<file path="config.mk">
export PLATFORM = sky130hd
export DESIGN_NAME = uart_rx
export DESIGN_NICKNAME = d
export VERILOG_FILES = /design/src/rtl/uart_pkg.sv /design/src/rtl/uart_rx_sync.sv /design/src/rtl/uart_rx.sv
export SDC_FILE = /design/constraint.sdc
export NUM_CORES = 1
export LEC_CHECK = 0
export CAP_MARGIN = 15
export CORE_AREA = 2 2 91 67
export CTS_CLUSTER_DIAMETER = 60
export CTS_CLUSTER_SIZE = 10
export DETAILED_ROUTE_END_ITERATION = 7
export DIE_AREA = 0 0 93 69
export GPL_TIMING_DRIVEN = 0
export SLEW_MARGIN = 20
export SYNTH_ARGS = -nofsm -noshare
export SYNTH_HDL_FRONTEND = slang
export SYNTH_HIERARCHICAL = 1
export SYNTH_SLANG_ARGS = --single-unit
export TNS_END_PERCENT = 50
</file>
<file path="constraint.sdc">
create_clock -name clk -period 4.8 [get_ports clk]
set_input_delay 1.44 -clock clk [delete_from_list [all_inputs] [get_ports clk]]
set_output_delay 1.44 -clock clk [all_outputs]
set_load 0.05 [all_outputs]
</file>
<file path="src/rtl/uart_pkg.sv">
// Shared UART definitions: receiver state encoding, default frame geometry and line levels.
// Used by uart_rx (and its synchronizer) and by the UART transmitter.
package uart_pkg;

  typedef enum logic [1:0] {
    IDLE  = 2'd0,
    START = 2'd1,
    DATA  = 2'd2,
    STOP  = 2'd3
  } uart_state_e;

  localparam int DEFAULT_CLKS_PER_BIT = 10417;  // 100 MHz / 9600 baud
  localparam int DEFAULT_DATA_BITS    = 8;

  localparam logic START_BIT = 1'b0;
  localparam logic STOP_BIT  = 1'b1;

  function automatic logic maj3(input logic a, input logic b, input logic c);
    return (a & b) | (a & c) | (b & c);
  endfunction

endpackage

</file>
<file path="src/rtl/uart_rx_sync.sv">
// Two-flop synchronizer with falling-edge detect for an asynchronous input.
// All flops reset to RESET_VAL so an idle-high line never produces a spurious edge.
module uart_rx_sync
  import uart_pkg::*;
#(
  parameter logic RESET_VAL = STOP_BIT
) (
  input  logic clk,
  input  logic arst_n,
  input  logic async_i,
  output logic sync_o,
  output logic fall_o
);

  logic meta_q;
  logic sync_q;
  logic prev_q;

  // NOTE: sequential state uses non-blocking assignments so every flop samples pre-edge values.
  always_ff @(posedge clk or negedge arst_n) begin
    if (!arst_n) begin
      meta_q <= RESET_VAL;
      sync_q <= RESET_VAL;
      prev_q <= RESET_VAL;
    end else begin
      meta_q <= async_i;
      sync_q <= meta_q;
      prev_q <= sync_q;
    end
  end

  assign sync_o = sync_q;
  assign fall_o = prev_q & ~sync_q;

endmodule

</file>
<file path="src/rtl/uart_rx.sv">
// 8N1 UART receiver: mid-bit sampling, LSB first, one-cycle done / frame_err strobes.
// Optional macro UART_RX_MAJORITY_EN votes 2-of-3 around each sample point (CLKS_PER_BIT >= 6).
module uart_rx
  import uart_pkg::*;
#(
  parameter int CLKS_PER_BIT = DEFAULT_CLKS_PER_BIT,
  parameter int DATA_BITS    = DEFAULT_DATA_BITS
) (
  input  logic                 clk,
  input  logic                 arst_n,
  input  logic                 rx_en,
  input  logic                 rx,
  output logic [DATA_BITS-1:0] data,
  output logic                 done,
  output logic                 busy,
  output logic                 frame_err
);

  localparam int CNT_W = $clog2(CLKS_PER_BIT);
  localparam int HALF  = CLKS_PER_BIT / 2;

`ifdef UART_RX_MAJORITY_EN
  // The vote needs the sample after the target, so every decision lands one cycle later.
  localparam logic [CNT_W-1:0] START_LAST = CNT_W'(HALF);
`else
  localparam logic [CNT_W-1:0] START_LAST = CNT_W'(HALF - 1);
`endif
  localparam logic [CNT_W-1:0] BIT_LAST = CNT_W'(CLKS_PER_BIT - 1);
  localparam logic [2:0]       IDX_LAST = 3'(DATA_BITS - 1);

  logic rx_s;
  logic fall;
  logic sample;

  uart_rx_sync #(.RESET_VAL(STOP_BIT)) u_sync (
    .clk    (clk),
    .arst_n (arst_n),
    .async_i(rx),
    .sync_o (rx_s),
    .fall_o (fall)
  );

`ifdef UART_RX_MAJORITY_EN
  logic [1:0] hist_q;

  always_ff @(posedge clk or negedge arst_n) begin
    if (!arst_n) hist_q <= {2{STOP_BIT}};
    else         hist_q <= {hist_q[0], rx_s};
  end

  assign sample = maj3(hist_q[1], hist_q[0], rx_s);
`else
  assign sample = rx_s;
`endif

  uart_state_e          state_q;
  logic [CNT_W-1:0]     cnt_q;
  logic [2:0]           idx_q;
  logic [DATA_BITS-1:0] shift_q;
  logic [DATA_BITS-1:0] data_q;
  logic                 done_q;
  logic                 busy_q;
  logic                 ferr_q;

  // NOTE: the shift register is reset too, so a frame cut short by reset leaves no stale bits behind.
  always_ff @(posedge clk or negedge arst_n) begin
    if (!arst_n) begin
      state_q <= IDLE;
      cnt_q   <= '0;
      idx_q   <= '0;
      shift_q <= '0;
      data_q  <= '0;
      done_q  <= 1'b0;
      busy_q  <= 1'b0;
      ferr_q  <= 1'b0;
    end else begin
      done_q <= 1'b0;
      ferr_q <= 1'b0;
      unique case (state_q)
        IDLE: begin
          if (rx_en && fall) begin
            state_q <= START;
            cnt_q   <= '0;
            busy_q  <= 1'b1;
          end
        end
        START: begin
          if (cnt_q == START_LAST) begin
            cnt_q <= '0;
            idx_q <= '0;
            if (sample == START_BIT) begin
              state_q <= DATA;
            end else begin
              state_q <= IDLE;  // glitch shorter than half a bit
              busy_q  <= 1'b0;
            end
          end else begin
            cnt_q <= cnt_q + 1'b1;
          end
        end
        DATA: begin
          if (cnt_q == BIT_LAST) begin
            shift_q[idx_q] <= sample;
            cnt_q          <= '0;
            if (idx_q == IDX_LAST) state_q <= STOP;
            else                   idx_q   <= idx_q + 1'b1;
          end else begin
            cnt_q <= cnt_q + 1'b1;
          end
        end
        STOP: begin
          // Leaving at mid-stop lets a start edge that follows immediately be caught.
          if (cnt_q == BIT_LAST) begin
            if (sample == STOP_BIT) begin
              data_q <= shift_q;
              done_q <= 1'b1;
            end else begin
              ferr_q <= 1'b1;
            end
            state_q <= IDLE;
            busy_q  <= 1'b0;
            cnt_q   <= '0;
          end else begin
            cnt_q <= cnt_q + 1'b1;
          end
        end
        default: state_q <= IDLE;
      endcase
    end
  end

  assign data      = data_q;
  assign done      = done_q;
  assign busy      = busy_q;
  assign frame_err = ferr_q;

endmodule

</file>
==> After elaboration in Yosys (flattened, before gate mapping) <==
Index checks and enable logic that the tools add are counted.
{ "word_totals": {"reg_bits": 41, "inputBits": 4, "out_inout_bits": 11} }
{ "classes": {"muxes": 29, "n_eq_ne": 13, "reduce_logical": 11, "order_cmp": 2, "n_addsub": 2, "bitwise": 2} }
{ "ops": {"columns": ["operator", "n"], "rows": [
  ["$mux W14", 3],
  ["$pmux W14 S3", 1],
  ["$add A14 B1 Y14 const B", 1],
  ["$eq A14 B13 Y1 const B", 1],
  ["$eq A14 B14 Y1 const B", 1],
  ["$mux W2", 6],
  ["$ne A2 B2 Y1 const B", 6],
  ["$mux W1", 11],
  ["$reduce_and A5 Y1", 2],
  ["$mux W3", 3],
  ["$bwmux W8", 1],
  ["$pmux W2 S4", 1],
  ["$pmux W3 S2", 1],
  ["$eq A2 B2 Y1 const B", 2],
  ["$lt A3 B4 Y1 const B", 1],
  ["$reduce_and A4 Y1", 1],
  ["$add A3 B1 Y3 const B", 1],
  ["$demux W1 S3", 1],
  ["$eq A3 B3 Y1 const B", 1],
  ["$ge A3 B1 Y1 const B", 1],
  ["$pmux W1 S3", 1],
  ["$reduce_and A3 Y1", 1],
  ["$reduce_bool A3 Y1", 1],
  ["$eq A2 B1 Y1 const B", 1],
  ["8 further kinds", 9]
]} }

==> Longest topological paths before layout <==
{ "depth": {"ltp_word": 5, "depth_mapped": 7} }

==> Cells and area by module <==
The synthesis kept the hierarchy.
{ "modules_own_cells": {"columns": ["module", "seq_area_each_um2", "cells_per_inst", "instances", "area_per_inst_um2"], "rows": [
  ["uart_rx", 950.9, 197, 1, 2039.5],
  ["uart_rx_sync", 78.8, 4, 1, 92.6]
]} }

==> Worst setup path after synthesis <==
OpenSTA, ideal clock, no wires.
{ "synth_timing": {"path_kind": "in2reg", "startpoint": "input port rx_en", "endpoint": "register cnt_q[7]", "stages": 4, "slack_ns": 2.299, "required_time_ns": 4.713, "t_arrival_ns": 2.414, "cell_sequence": "a211oi_1 -> clkbuf_1 -> nand2_1 -> o211ai_1"} }
{ "synth_between": {"elab_chain_cells": 2} }
{ "synth_lines": {"columns": ["element", "line", "source"], "rows": [
  ["start: declaration", "uart_rx.sv:11", "input logic rx_en,"],
  ["$logic_and A1 B1 Y1", "uart_rx.sv:81", "if (rx_en && fall) begin"],
  ["$ne A2 B2 Y1 (no line)", null, null],
  ["end signal: assignment", "uart_rx.sv:98", "cnt_q <= cnt_q + 1'b1;"],
  ["end signal: assignment", "uart_rx.sv:108", "cnt_q <= cnt_q + 1'b1;"],
  ["end signal: assignment", "uart_rx.sv:124", "cnt_q <= cnt_q + 1'b1;"],
  ["end: declaration", "uart_rx.sv:57", "logic [CNT_W-1:0] cnt_q;"]
]} }
No other way between the ends.
A chain may end at the register's enable or synchronous reset.

==> Worst setup path after layout <==
Ends and elaborated chain as after synthesis.

==> summary by stage <==
Global routing
The total overflow left after global routing is 0. The first global-routing pass estimated 7493 µm of wire. The number of global-route vias before repair is between 1500 and 2000. The pin count of the biggest net entering global routing is 25. The number of antenna violations at the first check in global routing is 0.

Global routing consumed, over all layers together, 14.53% of the routing resources.

Worst hold path
The min-delay analysis places its worst path in the category reg -> reg.

Logic synthesis
Synthesis produced 201 cells. For this run, the number of Yosys warnings is 6. Yosys attributes the largest share of cell area to dfrtp_1 (45%), mux2_2 (8.5%), dfstp_2 (3.7%). Summing every instance area after synthesis gives 0.002132 mm². The dominant synthesized flop cell is dfrtp_1. Sequential cells were found to cover 48.30% of the synthesized design area. The library cell with the largest summed area after synthesis is dfrtp_1. Counting flops and latches in the post-synthesis netlist gives 41.

After synthesis, the share of flip-flops with an asynchronous set or reset is 100.0%. When the netlist entered floorplanning its net count stood at 209. The per-instance average area after synthesis is 10.61 µm².

The count of flip-flops with a built-in enable after synthesis is 0. The count of different cell masters after synthesis is between 40 and 50. After synthesis, the largest area contributor takes up 44.60% of total cell area.

Final layout
After filler insertion, the fill cell instance count of the layout stands at 538. Compared with the post-synthesis result, the final layout area differs by 17.08%. The most common library cell in the layout ignoring fill and taps is dfrtp_1. The post-route cell area is ~0.0025 mm². The final layout net count is ~230. The fraction of final layout cells sized beyond drive strength 1 is between 20% and 30%. The antenna cell count is 0. Leaving out fill and tap cells, the most frequent cells in the layout are dfrtp_1 (38), nand2_1 (18), mux2_2 (16), clkdlybuf4s50_1 (13).

Timing
Setup total negative slack on the finished layout was measured at 0 ns. The worst hold slack across all endpoints is between 0.3 and 0.4 ns. The number of max-slew violations in the final report was 0.

Static timing analysis puts the maximum clock frequency at approximately 330 MHz. The part of the cycle the worst path needs is 63.65%. The final-report hold violation count was 0. Setup violations remaining at the end of the flow were counted as 0. The transition at the pin with the smallest max-transition slack is 0.8833 ns. Setup repair after global routing left no endpoint under its margin. On the final layout, the worst clock skew is 0.009279 ns. The normalized max-slew margin is 40.76%. The smallest clock period supported by the final layout is computed as 3.055 ns.

Power
The total power divided by cell area is roughly 440 mW/mm². The leakage power total is 1.085 nW. The relative contribution of the clock network to total power is 24.8%. The internal portion of the total power is ~0.7 mW. The share of total power dissipated in combinational logic is between 30% and 40%. The sequential fraction of design power is a little over two fifths. Summed over all nets, the switching power comes to 0.3958 mW. VDD sags by at most around 0.3 mV.

Net switching is a little over a third of the power.

Route
The first detailed-routing pass took 5 iterations. The routed design has 4135 µm of wire. In the routed layout, each cell is associated on average with a via count of 5.201. The first routing iteration left 75 violations. The remaining antenna violation count is 0.

After detailed routing, the average wire length per cell comes to 13.83 µm. The post-detailed-route DRC marker count is 0. Summing over every cut layer, the via total after detailed routing is 1555.

Place
The congestion estimate from routability-driven global placement came to 0.8447. Buffers placed on the I/O ports in this run total 14. The placed instances occupy a cell area of about 0.0024 mm². The HPWL after detailed placement is about 3000 µm.

CTS
The clock root buffer is clkbuf_8. TritonCTS built the clock tree. The clock tree synthesis step divided the H-tree into 2 levels. Counting the buffers created by CTS gives 5. The number of gates resized after CTS was 0.

CTS saw 41 sinks. At the later pin of the worst-skew pair, clock insertion delay measures 0.29 ns. In this run the deepest clock path goes through 2 buffers. The cts-stage hold buffer count is 0.

The total setup buffers inserted after CTS is 0. The clock transition time at the flip-flop clock pins of the worst setup and hold paths is ~0.080 ns.

Setup path
At the worst endpoint, the arrival time is around 3.3 ns. The count of buffering cells on the critical path with inverters included is 2. For the worst setup path, the data required time is 5.01 ns. The cell with the largest stage delay on the worst path is a211oi_1. The worst reg2reg path depth is 5.

The critical path runs through a total of 5 cells. The largest stage delay on the critical path is about 0.75 ns. The cell family contributing the most delay on the critical path is buffers and inverters. Across all register-to-register paths, the minimum setup slack is 2.72 ns. The worst setup path is launched from an input port.

The capturing instance or port of the critical path is cnt_q[7]. The launch point of the worst path is rx_en. STA classifies the critical path endpoint as a register. The kind of critical path is in -> reg. The launch instance of the worst register-to-register path is u_sync/sync_o. The reg-to-reg critical path endpoint is cnt_q[7].

The critical path goes through clkdlybuf4s50_1 -> a211oi_1 -> clkbuf_1 -> nand2_1 -> o211ai_1. The largest fanout of any net on the critical path is 10.

Floorplanning
The floorplan step defined a die boundary enclosing 0.006417 mm². The die extent in x is 93 µm. For this configuration, the core starts out at a cell density of 38.59%.

The number of placement rows is 23. The number of I/O pins is 15. The core outline area is roughly 0.0055 mm². The die span in y is 69 µm.

Status
The flow ran to the end, and the final reports show no timing, DRC or antenna violations.

Flow run
The total of max-cap violations is 0.
-- Yosys cell counts, types with 2 or more instances --
library cell / n
nor2b_1: 4
o2bb2ai_1: 3
o31ai_1: 2
nand2b_1: 2
o21bai_1: 2
buf_4: 2
and4bb_2: 4
nand2_1: 18
o211ai_1: 4
nor4_1: 5
dfrtp_1: 38
buf_2: 2
a21oi_1: 3
mux2_2: 16
nor2_1: 12
mux2i_1: 3
ha_1: 4
inv_1: 12
dfstp_2: 3
o21ai_0: 10
a22oi_1: 5
nand3_1: 4
a211oi_1: 2
nand4_1: 8
and2_1: 4
clkbuf_1: 3
a41oi_2: 2
nor3_1: 2
or3_1: 2
o22ai_1: 5
-- state kept, by name (all words and copies together) (netlist names), 3 cells and up, named ones only --
name	cells
cnt_q	14
idx_q	3
data	8
shift_q	8
-- worst min path at each step --
stage | slack, ns | from | cells past startpoint | endpoint
floorplan | 0.35 | u_sync/meta_q | 0 | u_sync/sync_o
global placement | 0.35 | u_sync/meta_q | 0 | u_sync/sync_o
detailed placement | 0.35 | u_sync/meta_q | 0 | u_sync/sync_o
CTS | 0.36 | u_sync/meta_q | 0 | u_sync/sync_o
global route | 0.36 | u_sync/meta_q | 0 | u_sync/sync_o
finish | 0.36 | u_sync/meta_q | 0 | u_sync/sync_o
-- area by class of cell --
class | count | area [µm²] | area share, %
Buffer | 9 | 52.55 | 2.105
Clock buffer | 6 | 72.57 | 2.907
Clock inverter | 2 | 35.03 | 1.404
Inverter | 12 | 45.04 | 1.805
Multi-Input combinational cell | 139 | 1005 | 40.25
Sequential cell | 41 | 1030 | 41.25
Tap cell | 75 | 93.84 | 3.759
Timing Repair Buffer | 15 | 162.7 | 6.516
-- cell families after synthesis --
group / synth area share, %
flip-flops: 48.30
AND/OR/NAND/NOR: 21.24
AO/OA/AOI/OAI: 12.85
adder cells (fa/ha/maj): 2.348
XOR/XNOR: 0.8217
multiplexers: 9.859
buffers and inverters: 4.577
-- stage by stage --
step	worst slack, ns	utilization (%)	power, mW	instances
after detailed placement	1.455	43.23	0.8255	291
after CTS	1.741	45.18	1.102	299
after floorplan	2.299	-	0.7272	201
final	1.745	45.18	1.087	299
after global routing	1.520	45.18	1.181	299
after global placement	1.194	42.82	0.8169	290
-- routing by layer --
layer	vias to the layer above	global-route usage [%]	part of all wire, %
met4	0	5.392	1.8
met3	9	2.951	3.3
met1	731	22.23	55
met2	33	20.13	40
li1	782	-	-
met5	-	0	0
-- power by group through the flow --
stage	registers (mW)	logic [mW]	clock network, mW
6_report	0.470	0.348	0.269
2_1_floorplan	0.465	0.262	0
3_5_place_dp	0.475	0.351	0
3_3_place_gp	0.473	0.344	0
4_1_cts	0.469	0.353	0.281
5_1_grt	0.483	0.405	0.293
Power figures use the tool's default switching activity.
